### src/rtl/sram_b_rd_pkg.sv
// Shared FSM encoding and output-buffer depth for the sram_b burst reader.
// Optional feature macro used by the reader: SRAM_B_RD_STRIDE_EN.
package sram_b_rd_pkg;

    typedef enum logic [1:0] {
        ST_IDLE  = 2'd0,
        ST_RUN   = 2'd1,
        ST_DRAIN = 2'd2
    } rd_state_t;

    localparam int FIFO_DEPTH = 2;

endpackage

### src/rtl/sram_b_stream_reader_if.sv
// Command, output stream and SRAM read-port bundle for sram_b_stream_reader.
// cmd_stride exists only when SRAM_B_RD_STRIDE_EN is defined.
interface sram_b_stream_reader_if #(
    parameter int ABITS = 14,
    parameter int DBITS = 8
);
    logic             cmd_valid;
    logic             cmd_ready;
    logic [ABITS-1:0] cmd_addr;
    logic [ABITS:0]   cmd_len;
`ifdef SRAM_B_RD_STRIDE_EN
    logic [ABITS-1:0] cmd_stride;
`endif
    logic             out_valid;
    logic             out_ready;
    logic [DBITS-1:0] out_data;
    logic             out_last;
    logic             busy;
    logic             CE1;
    logic [ABITS-1:0] A1;
    logic [DBITS-1:0] Q1;

    // Reader side: accepts commands, drives the stream and the SRAM read port.
    modport slave (
        input  cmd_valid, cmd_addr, cmd_len,
`ifdef SRAM_B_RD_STRIDE_EN
        input  cmd_stride,
`endif
        output cmd_ready,
        output out_valid, out_data, out_last,
        input  out_ready,
        output busy, CE1, A1,
        input  Q1
    );

    // Requester / consumer / SRAM side.
    modport master (
        output cmd_valid, cmd_addr, cmd_len,
`ifdef SRAM_B_RD_STRIDE_EN
        output cmd_stride,
`endif
        input  cmd_ready,
        input  out_valid, out_data, out_last,
        output out_ready,
        input  busy, CE1, A1,
        output Q1
    );
endinterface

### src/rtl/sram_b_rd_fifo2.sv
// Two-entry {last,data} FIFO; push and pop may coincide, the head is combinational.
// Caller guarantees no push when full without a same-cycle pop; sync active-high reset.
module sram_b_rd_fifo2 #(
    parameter int DBITS = 8
) (
    input  logic             CLK,
    input  logic             RST,
    input  logic             i_push,
    input  logic [DBITS-1:0] i_push_data,
    input  logic             i_push_last,
    input  logic             i_pop,
    output logic [1:0]       o_count,
    output logic [DBITS-1:0] o_head_data,
    output logic             o_head_last
);
    logic [DBITS-1:0] r_data [2];
    logic             r_last [2];
    logic             r_wr_ptr;
    logic             r_rd_ptr;
    logic [1:0]       r_count;

    always_ff @(posedge CLK) begin
        if (RST) begin
            for (int i = 0; i < 2; i++) begin
                r_data[i] <= '0;
                r_last[i] <= 1'b0;
            end
            r_wr_ptr <= 1'b0;
            r_rd_ptr <= 1'b0;
            r_count  <= 2'd0;
        end else begin
            if (i_push) begin
                r_data[r_wr_ptr] <= i_push_data;
                r_last[r_wr_ptr] <= i_push_last;
                r_wr_ptr         <= ~r_wr_ptr;
            end
            if (i_pop) begin
                r_rd_ptr <= ~r_rd_ptr;
            end
            r_count <= r_count + {1'b0, i_push} - {1'b0, i_pop};
        end
    end

    assign o_count     = r_count;
    assign o_head_data = r_data[r_rd_ptr];
    assign o_head_last = r_last[r_rd_ptr];
endmodule

### src/rtl/sram_b_stream_reader.sv
// Burst reader for the sram_b 1r port: issues CE1/A1 and streams Q1 out as valid/ready.
// Optional SRAM_B_RD_STRIDE_EN adds a per-command address stride (default increment 1).
module sram_b_stream_reader
    import sram_b_rd_pkg::*;
#(
    parameter int ABITS = 14,
    parameter int DBITS = 8
) (
    input  logic                   CLK,
    input  logic                   RST,
    sram_b_stream_reader_if.slave  bus
);
    rd_state_t        r_state;
    logic [ABITS-1:0] r_addr;
    logic [ABITS:0]   r_rem;
    logic             r_inflight;
    logic             r_inflight_last;
    logic [ABITS-1:0] w_inc;

    logic [1:0]       w_cnt;
    logic [DBITS-1:0] w_head_data;
    logic             w_head_last;
    logic             w_out_vld;
    logic             w_pop;
    logic [2:0]       w_occ;
    logic             w_credit;
    logic             w_rem_one;
    logic             w_issue;
    logic             w_last_pop;
    logic             w_drained;

`ifdef SRAM_B_RD_STRIDE_EN
    logic [ABITS-1:0] r_stride;
    assign w_inc = r_stride;
`else
    assign w_inc = ABITS'(1);
`endif

    assign w_out_vld  = (w_cnt != 2'd0);
    assign w_pop      = w_out_vld & bus.out_ready;
    // Occupancy counts the word still inside the SRAM output register.
    assign w_occ      = {1'b0, w_cnt} + {2'b0, r_inflight} - {2'b0, w_pop};
    assign w_credit   = (w_occ < 3'(FIFO_DEPTH));
    assign w_rem_one  = (r_rem == (ABITS+1)'(1));
    assign w_issue    = !RST && (r_state == ST_RUN) && (r_rem != '0) && w_credit;
    assign w_last_pop = w_pop & w_head_last;
    assign w_drained  = (w_cnt == 2'd0) && !r_inflight;

    always_ff @(posedge CLK) begin
        if (RST) begin
            r_state         <= ST_IDLE;
            r_addr          <= '0;
            r_rem           <= '0;
            r_inflight      <= 1'b0;
            r_inflight_last <= 1'b0;
`ifdef SRAM_B_RD_STRIDE_EN
            r_stride        <= '0;
`endif
        end else begin
            r_inflight      <= w_issue;
            r_inflight_last <= w_issue & w_rem_one;
            case (r_state)
                ST_IDLE: begin
                    if (bus.cmd_valid) begin
                        r_addr  <= bus.cmd_addr;
                        r_rem   <= bus.cmd_len;
`ifdef SRAM_B_RD_STRIDE_EN
                        r_stride <= bus.cmd_stride;
`endif
                        r_state <= (bus.cmd_len == '0) ? ST_DRAIN : ST_RUN;
                    end
                end
                ST_RUN: begin
                    if (w_issue) begin
                        r_addr <= r_addr + w_inc;
                        r_rem  <= r_rem - (ABITS+1)'(1);
                        if (w_rem_one) begin
                            r_state <= ST_DRAIN;
                        end
                    end
                end
                ST_DRAIN: begin
                    // The drained term releases zero-length bursts, which never tag a last.
                    if (w_last_pop || w_drained) begin
                        r_state <= ST_IDLE;
                    end
                end
                default: r_state <= ST_IDLE;
            endcase
        end
    end

    sram_b_rd_fifo2 #(.DBITS(DBITS)) u_fifo (
        .CLK         (CLK),
        .RST         (RST),
        .i_push      (r_inflight),
        .i_push_data (bus.Q1),
        .i_push_last (r_inflight_last),
        .i_pop       (w_pop),
        .o_count     (w_cnt),
        .o_head_data (w_head_data),
        .o_head_last (w_head_last)
    );

    assign bus.cmd_ready = (r_state == ST_IDLE);
    assign bus.busy      = (r_state != ST_IDLE) && !w_last_pop;
    assign bus.CE1       = w_issue;
    assign bus.A1        = r_addr;
    assign bus.out_valid = w_out_vld;
    assign bus.out_data  = w_out_vld ? w_head_data : '0;
    assign bus.out_last  = w_out_vld & w_head_last;
endmodule

### src/flat_wrapper.sv
// flat-port wrapper written by rule: the top's interface ports become plain ports
module sram_b_stream_reader_flat import sram_b_rd_pkg::*;
#(
    parameter int ABITS = 14,
    parameter int DBITS = 8
)
  (CLK, RST, bus_cmd_valid, bus_cmd_addr, bus_cmd_len, bus_cmd_ready, bus_out_valid, bus_out_data, bus_out_last, bus_out_ready, bus_busy, bus_CE1, bus_A1, bus_Q1);
  sram_b_stream_reader_if #(.ABITS(ABITS), .DBITS(DBITS)) bus_i ();
  input  logic CLK;
  input  logic RST;
  input wire logic [$bits(bus_i.cmd_valid)-1:0] bus_cmd_valid;
  input wire logic [$bits(bus_i.cmd_addr)-1:0] bus_cmd_addr;
  input wire logic [$bits(bus_i.cmd_len)-1:0] bus_cmd_len;
  output wire logic [$bits(bus_i.cmd_ready)-1:0] bus_cmd_ready;
  output wire logic [$bits(bus_i.out_valid)-1:0] bus_out_valid;
  output wire logic [$bits(bus_i.out_data)-1:0] bus_out_data;
  output wire logic [$bits(bus_i.out_last)-1:0] bus_out_last;
  input wire logic [$bits(bus_i.out_ready)-1:0] bus_out_ready;
  output wire logic [$bits(bus_i.busy)-1:0] bus_busy;
  output wire logic [$bits(bus_i.CE1)-1:0] bus_CE1;
  output wire logic [$bits(bus_i.A1)-1:0] bus_A1;
  input wire logic [$bits(bus_i.Q1)-1:0] bus_Q1;
  assign bus_i.cmd_valid = bus_cmd_valid;
  assign bus_i.cmd_addr = bus_cmd_addr;
  assign bus_i.cmd_len = bus_cmd_len;
  assign bus_cmd_ready = bus_i.cmd_ready;
  assign bus_out_valid = bus_i.out_valid;
  assign bus_out_data = bus_i.out_data;
  assign bus_out_last = bus_i.out_last;
  assign bus_i.out_ready = bus_out_ready;
  assign bus_busy = bus_i.busy;
  assign bus_CE1 = bus_i.CE1;
  assign bus_A1 = bus_i.A1;
  assign bus_i.Q1 = bus_Q1;
  sram_b_stream_reader #(.ABITS(ABITS), .DBITS(DBITS)) u_core (.CLK(CLK), .RST(RST), .bus(bus_i));
endmodule
### config.mk
export PLATFORM = sky130hd
export DESIGN_NAME = sram_b_stream_reader_flat
export DESIGN_NICKNAME = d
export VERILOG_FILES = /design/src/rtl/sram_b_rd_pkg.sv /design/src/rtl/sram_b_stream_reader_if.sv /design/src/rtl/sram_b_rd_fifo2.sv /design/src/rtl/sram_b_stream_reader.sv /design/src/flat_wrapper.sv
export SDC_FILE = /design/constraint.sdc
export NUM_CORES = 1
export LEC_CHECK = 0
export BUFFER_PORTS_ARGS = -buffer_cell sky130_fd_sc_hd__buf_2
export CAP_MARGIN = 0
export CORE_ASPECT_RATIO = 0.75
export CORE_MARGIN = 5
export CORE_UTILIZATION = 55
export CTS_CLUSTER_DIAMETER = 100
export DETAILED_ROUTE_END_ITERATION = 7
export HOLD_SLACK_MARGIN = 0.08
export PLACE_DENSITY = 0.84
export SYNTH_ARGS = -nofsm -noshare
export SYNTH_HDL_FRONTEND = slang
export SYNTH_HIERARCHICAL = 1
export SYNTH_SLANG_ARGS = --single-unit
export TNS_END_PERCENT = 5
### constraint.sdc
create_clock -name CLK -period 3.25 [get_ports CLK]
set_clock_uncertainty 0.05 [all_clocks]
set_input_delay 0.65 -clock CLK [delete_from_list [all_inputs] [get_ports CLK]]
set_output_delay 0.65 -clock CLK [all_outputs]
set_load 0.01 [all_outputs]
==> summary.txt, run 1 <==
Setup path
  – CP Max Fanout: 4
  – Data required, critical path: between 2 and 3 ns
  – CP max-delay cell: fa_1
  – Crit. Startpoint: u_core/u_fifo/o_count[0]$_SDFF_PP0_
  – Max stage delay on crit path: 0.40 ns
  – Startpoint types: flop
  – CP endpoint: bus_CE1
  – CP arrival: 2.37 ns
  – CP endpoint kind: primary output
  – Setup CP Type: reg2out
  – Worst R2R Setup Slack: 0.35 ns
  – Worst reg2reg path depth: 11
  – Worst-path cell chain: or2_2, and2_1, nor2b_2, fa_1, xnor2_1, nand4_1, nor2_2, buf_2
  – Reg2reg start: u_core/u_fifo/o_count[0]$_SDFF_PP0_
  – Worst reg2reg path endpoint: u_core/r_rem[9]$_SDFFE_PP0P_

Synthesis
  – Synth Area in Adders: 2.925%
  – Synth Area in Compound Gates: 22.06%
  – XOR/XNOR share of the synthesized area: 1.232%
  – Mapped Cells: 371
  – Distinct cells, synth: 57
  – FF+latch count, synth: 56
  – Synth Net Count: approximately 420
  – Ys async rst share: 0%
  – Post-synthesis sequential area ratio: 40.03%
  – EDFF count, synth: 18
  – Syn_area_per_cell: 8.762 um^2
  – Synth Cell Area: 3251 um^2
  – Largest family of logic cells by synthesized area: simple AND/OR/NAND/NOR gates
  – Mux cell area share after synthesis: 3.118%
  – Ys flop type: dfxtp_1
  – Synth Area in Simple Gates: 26.06%
  – Synth Warn #: 6

STA
  – Unrepaired setup endpoints after global routing: false
  – Finish-stage setup viols: 0
  – Post-route setup TNS: 0 ns
  – Tmin final: 3.068 ns
  – Final WS setup: 0.1817 ns
  – Worst hold slack: 0.4588 ns
  – Final hold viol count: 0
  – Rel. slew slack: 56.92%
  – FMAX: 325.9 MHz
  – Worst Tran Pin Value: 0.6445 ns
  – Final critical-path share of the clock period: 94.41%
  – Max-slew violations: 0

CTS
  – Latest clock arrival within the worst-skew pair: 0.31 ns
  – Clock sink count: 56
  – Cts bufs inserted: 5
  – CTS max path bufs: 2
  – CTS tree: built
  – H-tree levels: 2
  – Clock slew at reported path FFs: 0.10 ns
  – Root Driver: clkbuf_8

GRT
  – Grt total ovfl: 0
  – Initial antenna violation count: 0
  – Pin count of the biggest net entering global routing: 49
  – Vias in the first global route: 2922
  – All-Layer GR Usage: ~22%
  – Global-route wire length before repair: between 10000 and 15000 um

Pwr
  – Switching power: 0.9128 mW
  – Int Pwr: 1.509 mW
  – Total power: 2.421 mW
  – Static Leak: roughly 1.5 nW
  – Sw frac: between 30% and 40%
  – Pwr dens: 643.2 nW/um^2
  – Clock group share of total power: 19.4%
  – Combinational Power Share: 39.9%
  – Reg power frac: around two fifths
  – Max VDD drop: between 0.3 and 0.4 mV

Routing
  – Vias: 3089
  – Antenna-violating nets left: 0
  – Via density: 6.057
  – DRT Wirelength: between 8000 and 9000 um
  – Post-route DRC violation count: 0
  – DRT Pass-1 Iters: 7
  – First DRT Iteration DRCs: 286
  – Avg WL per Cell: around 16 um

Die
  – Io pins: 68
  – DIE HEIGHT: around 77 um
  – Die Wd: 98.77 um
  – Die area: 7564 um^2
  – FP Rows: 24
  – Initial Util: between 50% and 60%
  – Core area: 5766 um^2

Hold path
  – Hold Path Stages: 2
  – Path type of the worst min-delay path: reg2reg

Placed design
  – RePlAce Congestion: about 0.85
  – I/O Buffers: 67
  – Pre-CTS WS: 0.1164 ns
  – DP Cell Count: 501
  – Post-DP HPWL: ~6000 um

Job
  – Max_cap viols: 0

Finish
  – Diodes inserted: 0
  – Layout cells sized above 1: between 20% and 30%
  – Final cell count without fillers: a little over 500
  – Layout net count: 479
  – P&R area growth vs syn: 15.82%
  – Fillers: around 490

Run status
  – Status: complete, no violations
==> flip-flops by register name (all words and copies together), names as in the netlist, named ones only <==
register and cells:
u_core/r_inflight 1, u_core/r_state 2, u_core/u_fifo/r_rd_ptr 1, u_core/u_fifo/o_count 2, u_core/u_fifo/r_last 2, u_core/r_inflight_last 1, u_core/bus.A1 14, u_core/u_fifo/r_data 16
u_core/u_fifo/r_wr_ptr 1, u_core/r_rem 15
==> metal layers <==
| metal | part of all wire, % | GRT usage (%) | vias to the layer above |
|---|---|---|---|
| met2 | 48 | 36.13 | 146 |
| li1 | - | - | 1488 |
| met1 | 43 | 29.24 | 1448 |
| met4 | 0.70 | 4.366 | 0 |
| met3 | 8.1 | 3.843 | 7 |
| met5 | 0 | 0 | - |
==> cell usage after synthesis, types with 9 or more instances <==
master	instances	area (um^2)
mux2_2	9	101.4
a21oi_1	41	205.2
clkbuf_1	15	56.30
nand2b_1	14	87.58
nand2_1	36	135.1
nand4_1	9	56.30
and2_1	10	62.56
nor2_1	39	146.4
edfxtp_1	18	540.5
o21ai_1	9	45.04
dfxtp_1	38	760.7
nor3_1	13	65.06
==> layout make-up <==
class	instances	area, um^2	area share (%)
inverter	6	22.52	0.5982
clock buffer	5	68.82	1.828
timing repair buffer	78	417.9	11.10
multi-input combinational	284	1808	48.02
tap	78	97.59	2.592
clock inverter	3	47.55	1.263
sequential	56	1303	34.60
==> through the flow <==
stage          util [%]  instance area, um^2
3_3_place_gp      63.04                 3635
6_report          65.30                 3765
5_1_grt           65.30                 3765
2_1_floorplan         -                 3251
3_5_place_dp      63.04                 3635
4_1_cts           65.19                 3759
==> worst min-delay path by stage <==
| stage | endpoint | slack, ns | start |
|---|---|---|---|
| 6_report | u_core/r_rem[1]$_SDFFE_PP0P_ | 0.46 | u_core/r_rem[1]$_SDFFE_PP0P_ |
| 5_1_grt | u_core/u_fifo/r_wr_ptr$_SDFFE_PP0P_ | 0.49 | u_core/u_fifo/r_wr_ptr$_SDFFE_PP0P_ |
| 4_1_cts | u_core/r_rem[7]$_SDFFE_PP0P_ | 0.46 | u_core/r_rem[7]$_SDFFE_PP0P_ |
| 3_5_place_dp | u_core/r_rem[1]$_SDFFE_PP0P_ | 0.43 | u_core/r_rem[1]$_SDFFE_PP0P_ |
| 3_3_place_gp | u_core/r_rem[1]$_SDFFE_PP0P_ | 0.42 | u_core/r_rem[1]$_SDFFE_PP0P_ |
| 2_1_floorplan | u_core/r_rem[1]$_SDFFE_PP0P_ | 0.41 | u_core/r_rem[1]$_SDFFE_PP0P_ |
==> layout by cell type (no fill, tap or decap), drive strengths merged, types with 4 or more instances in the layout <==
cell,instances
o22ai,4
o31ai,4
nand3,8
a21oi,42
nor2,39
nor2b,4
buf,78
o21ai,18
mux2,9
a211oi,6
nor3,13
o211ai,5
nor4,5
o32ai,8
dfxtp,38
clkbuf,5
ha,6
nand2,36
inv,6
nand2b,17
edfxtp,18
and2,10
nand4,9
==> what timing repair did <==
action                     in CTS  in global routing
setup endpoints to repair       1                  1
pin swaps                       1                  0
cloned                          0                  0
gates resized for setup         0                  3
hold buffers                    0                  0
setup buffers                   1                  0
==> worst max-delay path, delay by kind of cell, from the launching register on <==
| family | cells | cell delay (ns) |
|---|---|---|
| flops | 1 | 0.35 |
| buf+inv | 1 | 0.14 |
| xor+xnor | 1 | 0.18 |
| fa+ha+maj | 1 | 0.40 |
| simple gates | 5 | 0.98 |
==> power by group through the flow <==
stage / sequential, mW / combinational [mW] / clock, mW
after global placement: 0.987 / 0.919 / 0
after global routing: 1.00 / 1.08 / 0.505
after CTS: 0.979 / 0.958 / 0.474
after detailed placement: 0.994 / 0.947 / 0
after floorplan: 0.957 / 0.710 / 0
final: 0.984 / 0.967 / 0.470
==> kinds of logic (layout without fill, tap and decap cells) <==
family | count (synthesis) | count (layout)
XOR/XNOR | 3 | 3
adder cells (fa/ha/maj) | 7 | 7
AO/OA/AOI/OAI | 107 | 107
multiplexers | 9 | 9
AND/OR/NAND/NOR | 158 | 158
buffers and inverters | 31 | 92
flip-flops | 56 | 56
No activity file was read; power rests on OpenSTA's default activity.
==> run 2: changes to the inputs <==
- CORE_ASPECT_RATIO: 0.75 -> 2
- CORE_UTILIZATION: 55 -> 42
- PLACE_DENSITY: 0.84 -> 0.68
==> summary.txt, run 2 (synthesis results as in run 1) <==
Setup path
  – Worst-path cell chain: or2_2, and2_1, nor2b_1, o21ai_0, fa_1, nand4_1, buf_4, o21a_2, buf_4, o21ai_1, a21oi_1
  – CP Max Fanout: 26 (+22)
  – CP max-delay cell: o21a_2
  – Reg2reg start: u_core/u_fifo/o_count[1]$_SDFF_PP0_
  – CP top delay family: compound AO/OA/AOI/OAI gates
  – Startpoint types: flop
  – Crit. Startpoint: u_core/u_fifo/o_count[1]$_SDFF_PP0_
  – CP endpoint kind: flop
  – CP arrival: 3.21 ns (+0.84 ns)
  – CP bufs+invs: 2 (+1)
  – Crit path top cell by count: buf_4
  – Max stage delay on crit path: 0.49 ns (+0.09 ns)
  – Setup CP Type: reg2reg
  – Data required, critical path: 3.42 ns (+0.87 ns)

GRT
  – Global-route wire length before repair: 14490 um (+5.9%)
  – Vias in the first global route: 3143 (+7.6%)
  – All-Layer GR Usage: 18.78% (-2.8 points)
  – Initial antenna violation count: 0 (unchanged)
  – Pin count of the biggest net entering global routing: 48 (-2.0%)
  – Grt total ovfl: 0 (unchanged)

Finish
  – Diodes inserted: 0 (unchanged)
  – P&R area growth vs syn: 19.86%
  – Fillers: 751 (+53%)
  – Layout cells sized above 1: 27.59% (+0.040 points)
  – Layout net count: 482 (+0.63%)
  – Max reg flops: 16 (unchanged)
  – Most common cell after layout, fill and taps aside: buf_2
  – Most frequent cells in the layout: 67 x buf_2, 41 x a21oi_1, 39 x nor2_1
  – Most flops, register: u_core/u_fifo/r_data
  – Final cell count without fillers: 529 (+3.7%)

Die
  – Die Wd: 72.21 um (-27%)
  – Io pins: 68 (unchanged)
  – Die area: 9705 um^2 (+28%)
  – DIE HEIGHT: 134.4 um (+76%)
  – FP Rows: 45 (+88%)
  – Initial Util: 42.77% (-14 points)
  – Core area: 7601 um^2 (+32%)

STA
  – Tmin final: 3.035 ns (-0.03295 ns)
  – Post-route setup TNS: 0 ns (unchanged)
  – Max-slew violations: 0 (unchanged)
  – Final hold viol count: 0 (unchanged)
  – Unrepaired setup endpoints after global routing: false
  – FMAX: 329.5 MHz (+1.1%)
  – Final critical-path share of the clock period: 93.40% (-1.0 points)
  – Finish-stage setup viols: 0 (unchanged)
  – Rel. slew slack: 53.56% (-3.4 points)
  – Worst Tran Pin Value: 0.6948 ns (+0.05030 ns)

Hold path
  – Path type of the worst min-delay path: reg2reg
  – Worst hold start: u_core/u_fifo/r_wr_ptr$_SDFFE_PP0P_

Pwr
  – Pwr dens: 689.4 nW/um^2 (+7.2%)
  – Combinational Power Share: 36.2% (-3.7 points)
  – Max VDD drop: 0.4818 mV (+48%)
  – Sw frac: 34.33% (-3.4 points)
  – Static Leak: 1.552 nW (+3.9%)
  – Switching power: 0.9221 mW (+1.0%)
  – Reg power frac: 36.4% (-4.3 points)
  – Int Pwr: 1.764 mW (+17%)
  – Clock group share of total power: 27.4% (+8.0 points)

CTS
  – Root Driver: clkbuf_16
  – Hold Buf Count CTS: 0 (unchanged)
  – CTS max path bufs: 2 (unchanged)
  – Clock sink count: 56 (unchanged)
  – Clock slew at reported path FFs: 0.07 ns (-0.03 ns)
  – Latest clock arrival within the worst-skew pair: 0.29 ns (-0.02 ns)
  – CTS tree: built
  – H-tree levels: 2 (unchanged)
  – Cts bufs inserted: 5 (unchanged)

Routing
  – First DRT Iteration DRCs: 153 (-47%)
  – Via density: 5.752 (-5.0%)
  – Avg WL per Cell: 16.37 um (+0.35%)
  – Antenna-violating nets left: 0 (unchanged)
  – Vias: 3043 (-1.5%)
  – DRT Wirelength: 8661 um (+4.1%)
  – Post-route DRC violation count: 0 (unchanged)
  – DRT Pass-1 Iters: 4 (-3)

Run status
  – Status: complete, no violations

Placed design
  – DP Cell Count: 520 (+3.8%)
  – I/O Buffers: 67 (unchanged)
  – Post-DP HPWL: 6424 um (+7.0%)
  – RePlAce Congestion: 0.9158 (+7.5%)

Job
  – Max_cap viols: 0 (unchanged)
==> run 2: power groups by stage <==
stage                     registers [mW]  logic (mW)  clock network (mW)
after floorplan                    0.957       0.710                   0
after global placement             0.988       0.939                   0
after detailed placement           0.992       0.961                   0
after CTS                          0.977       0.970               0.751
after global routing                1.00        1.08               0.787
final                              0.978       0.973               0.735
==> run 2: area by class of cell <==
| type | count | area [um^2] | area share, % |
|---|---|---|---|
| multi-input combinational | 284 | 1803 | 46.27 |
| tap | 94 | 117.6 | 3.019 |
| clock inverter | 2 | 60.06 | 1.541 |
| inverter | 6 | 22.52 | 0.5780 |
| clock buffer | 6 | 150.1 | 3.854 |
| timing repair buffer | 81 | 440.4 | 11.30 |
| sequential | 56 | 1303 | 33.43 |
==> run 2: stage by stage <==
stage / hold slack (ns) / util, % / area (um^2) / power [mW] / setup WS, ns
floorplan: 0.4080 / - / 3251 / 1.667 / 0.4016
global placement: 0.4261 / 48.38 / 3677 / 1.927 / 0.1565
detailed placement: 0.4365 / 48.38 / 3677 / 1.953 / 0.09899
CTS: 0.4483 / 51.24 / 3895 / 2.698 / 0.1535
global route: 0.4688 / 51.26 / 3896 / 2.865 / 0.002560
finish: 0.4522 / 51.26 / 3896 / 2.686 / 0.2146
==> run 2: routing by layer <==
layer | share of wire, % | GRT usage (%) | up-vias
met1 | 36 | 19.18 | 1426
met5 | 0 | 0 | -
met4 | 3.4 | 8.159 | 0
met3 | 5.7 | 3.826 | 21
li1 | - | - | 1488
met2 | 55 | 35.33 | 108
==> run 2: path summary, 6_finish.rpt <==
kind                                               to  slack, ns  depth (start not counted)
setup reg to reg       u_core/bus.A1[13]$_SDFFE_PP0P_       0.21                         11
setup / recovery       u_core/bus.A1[13]$_SDFFE_PP0P_       0.21                         11
hold reg to reg   u_core/u_fifo/r_wr_ptr$_SDFFE_PP0P_       0.45                          2
hold / removal    u_core/u_fifo/r_wr_ptr$_SDFFE_PP0P_       0.45                          2
==> run 2: worst reg2reg max path: cells and delay by family, from the launching register on <==
kind | cells | cell delay (ns)
buffers and inverters | 2 | 0.41
flip-flops | 1 | 0.36
AO/OA/AOI/OAI | 4 | 0.93
adder cells (fa/ha/maj) | 1 | 0.46
AND/OR/NAND/NOR | 4 | 0.76
==> run 2: timing repair <==
action,4_1_cts,5_1_grt
endpoints found under the setup margin,1,7
resized for setup,0,1
cloned,0,0
pin swaps,1,0
hold endpoints to repair,0,0
setup buffers,1,0
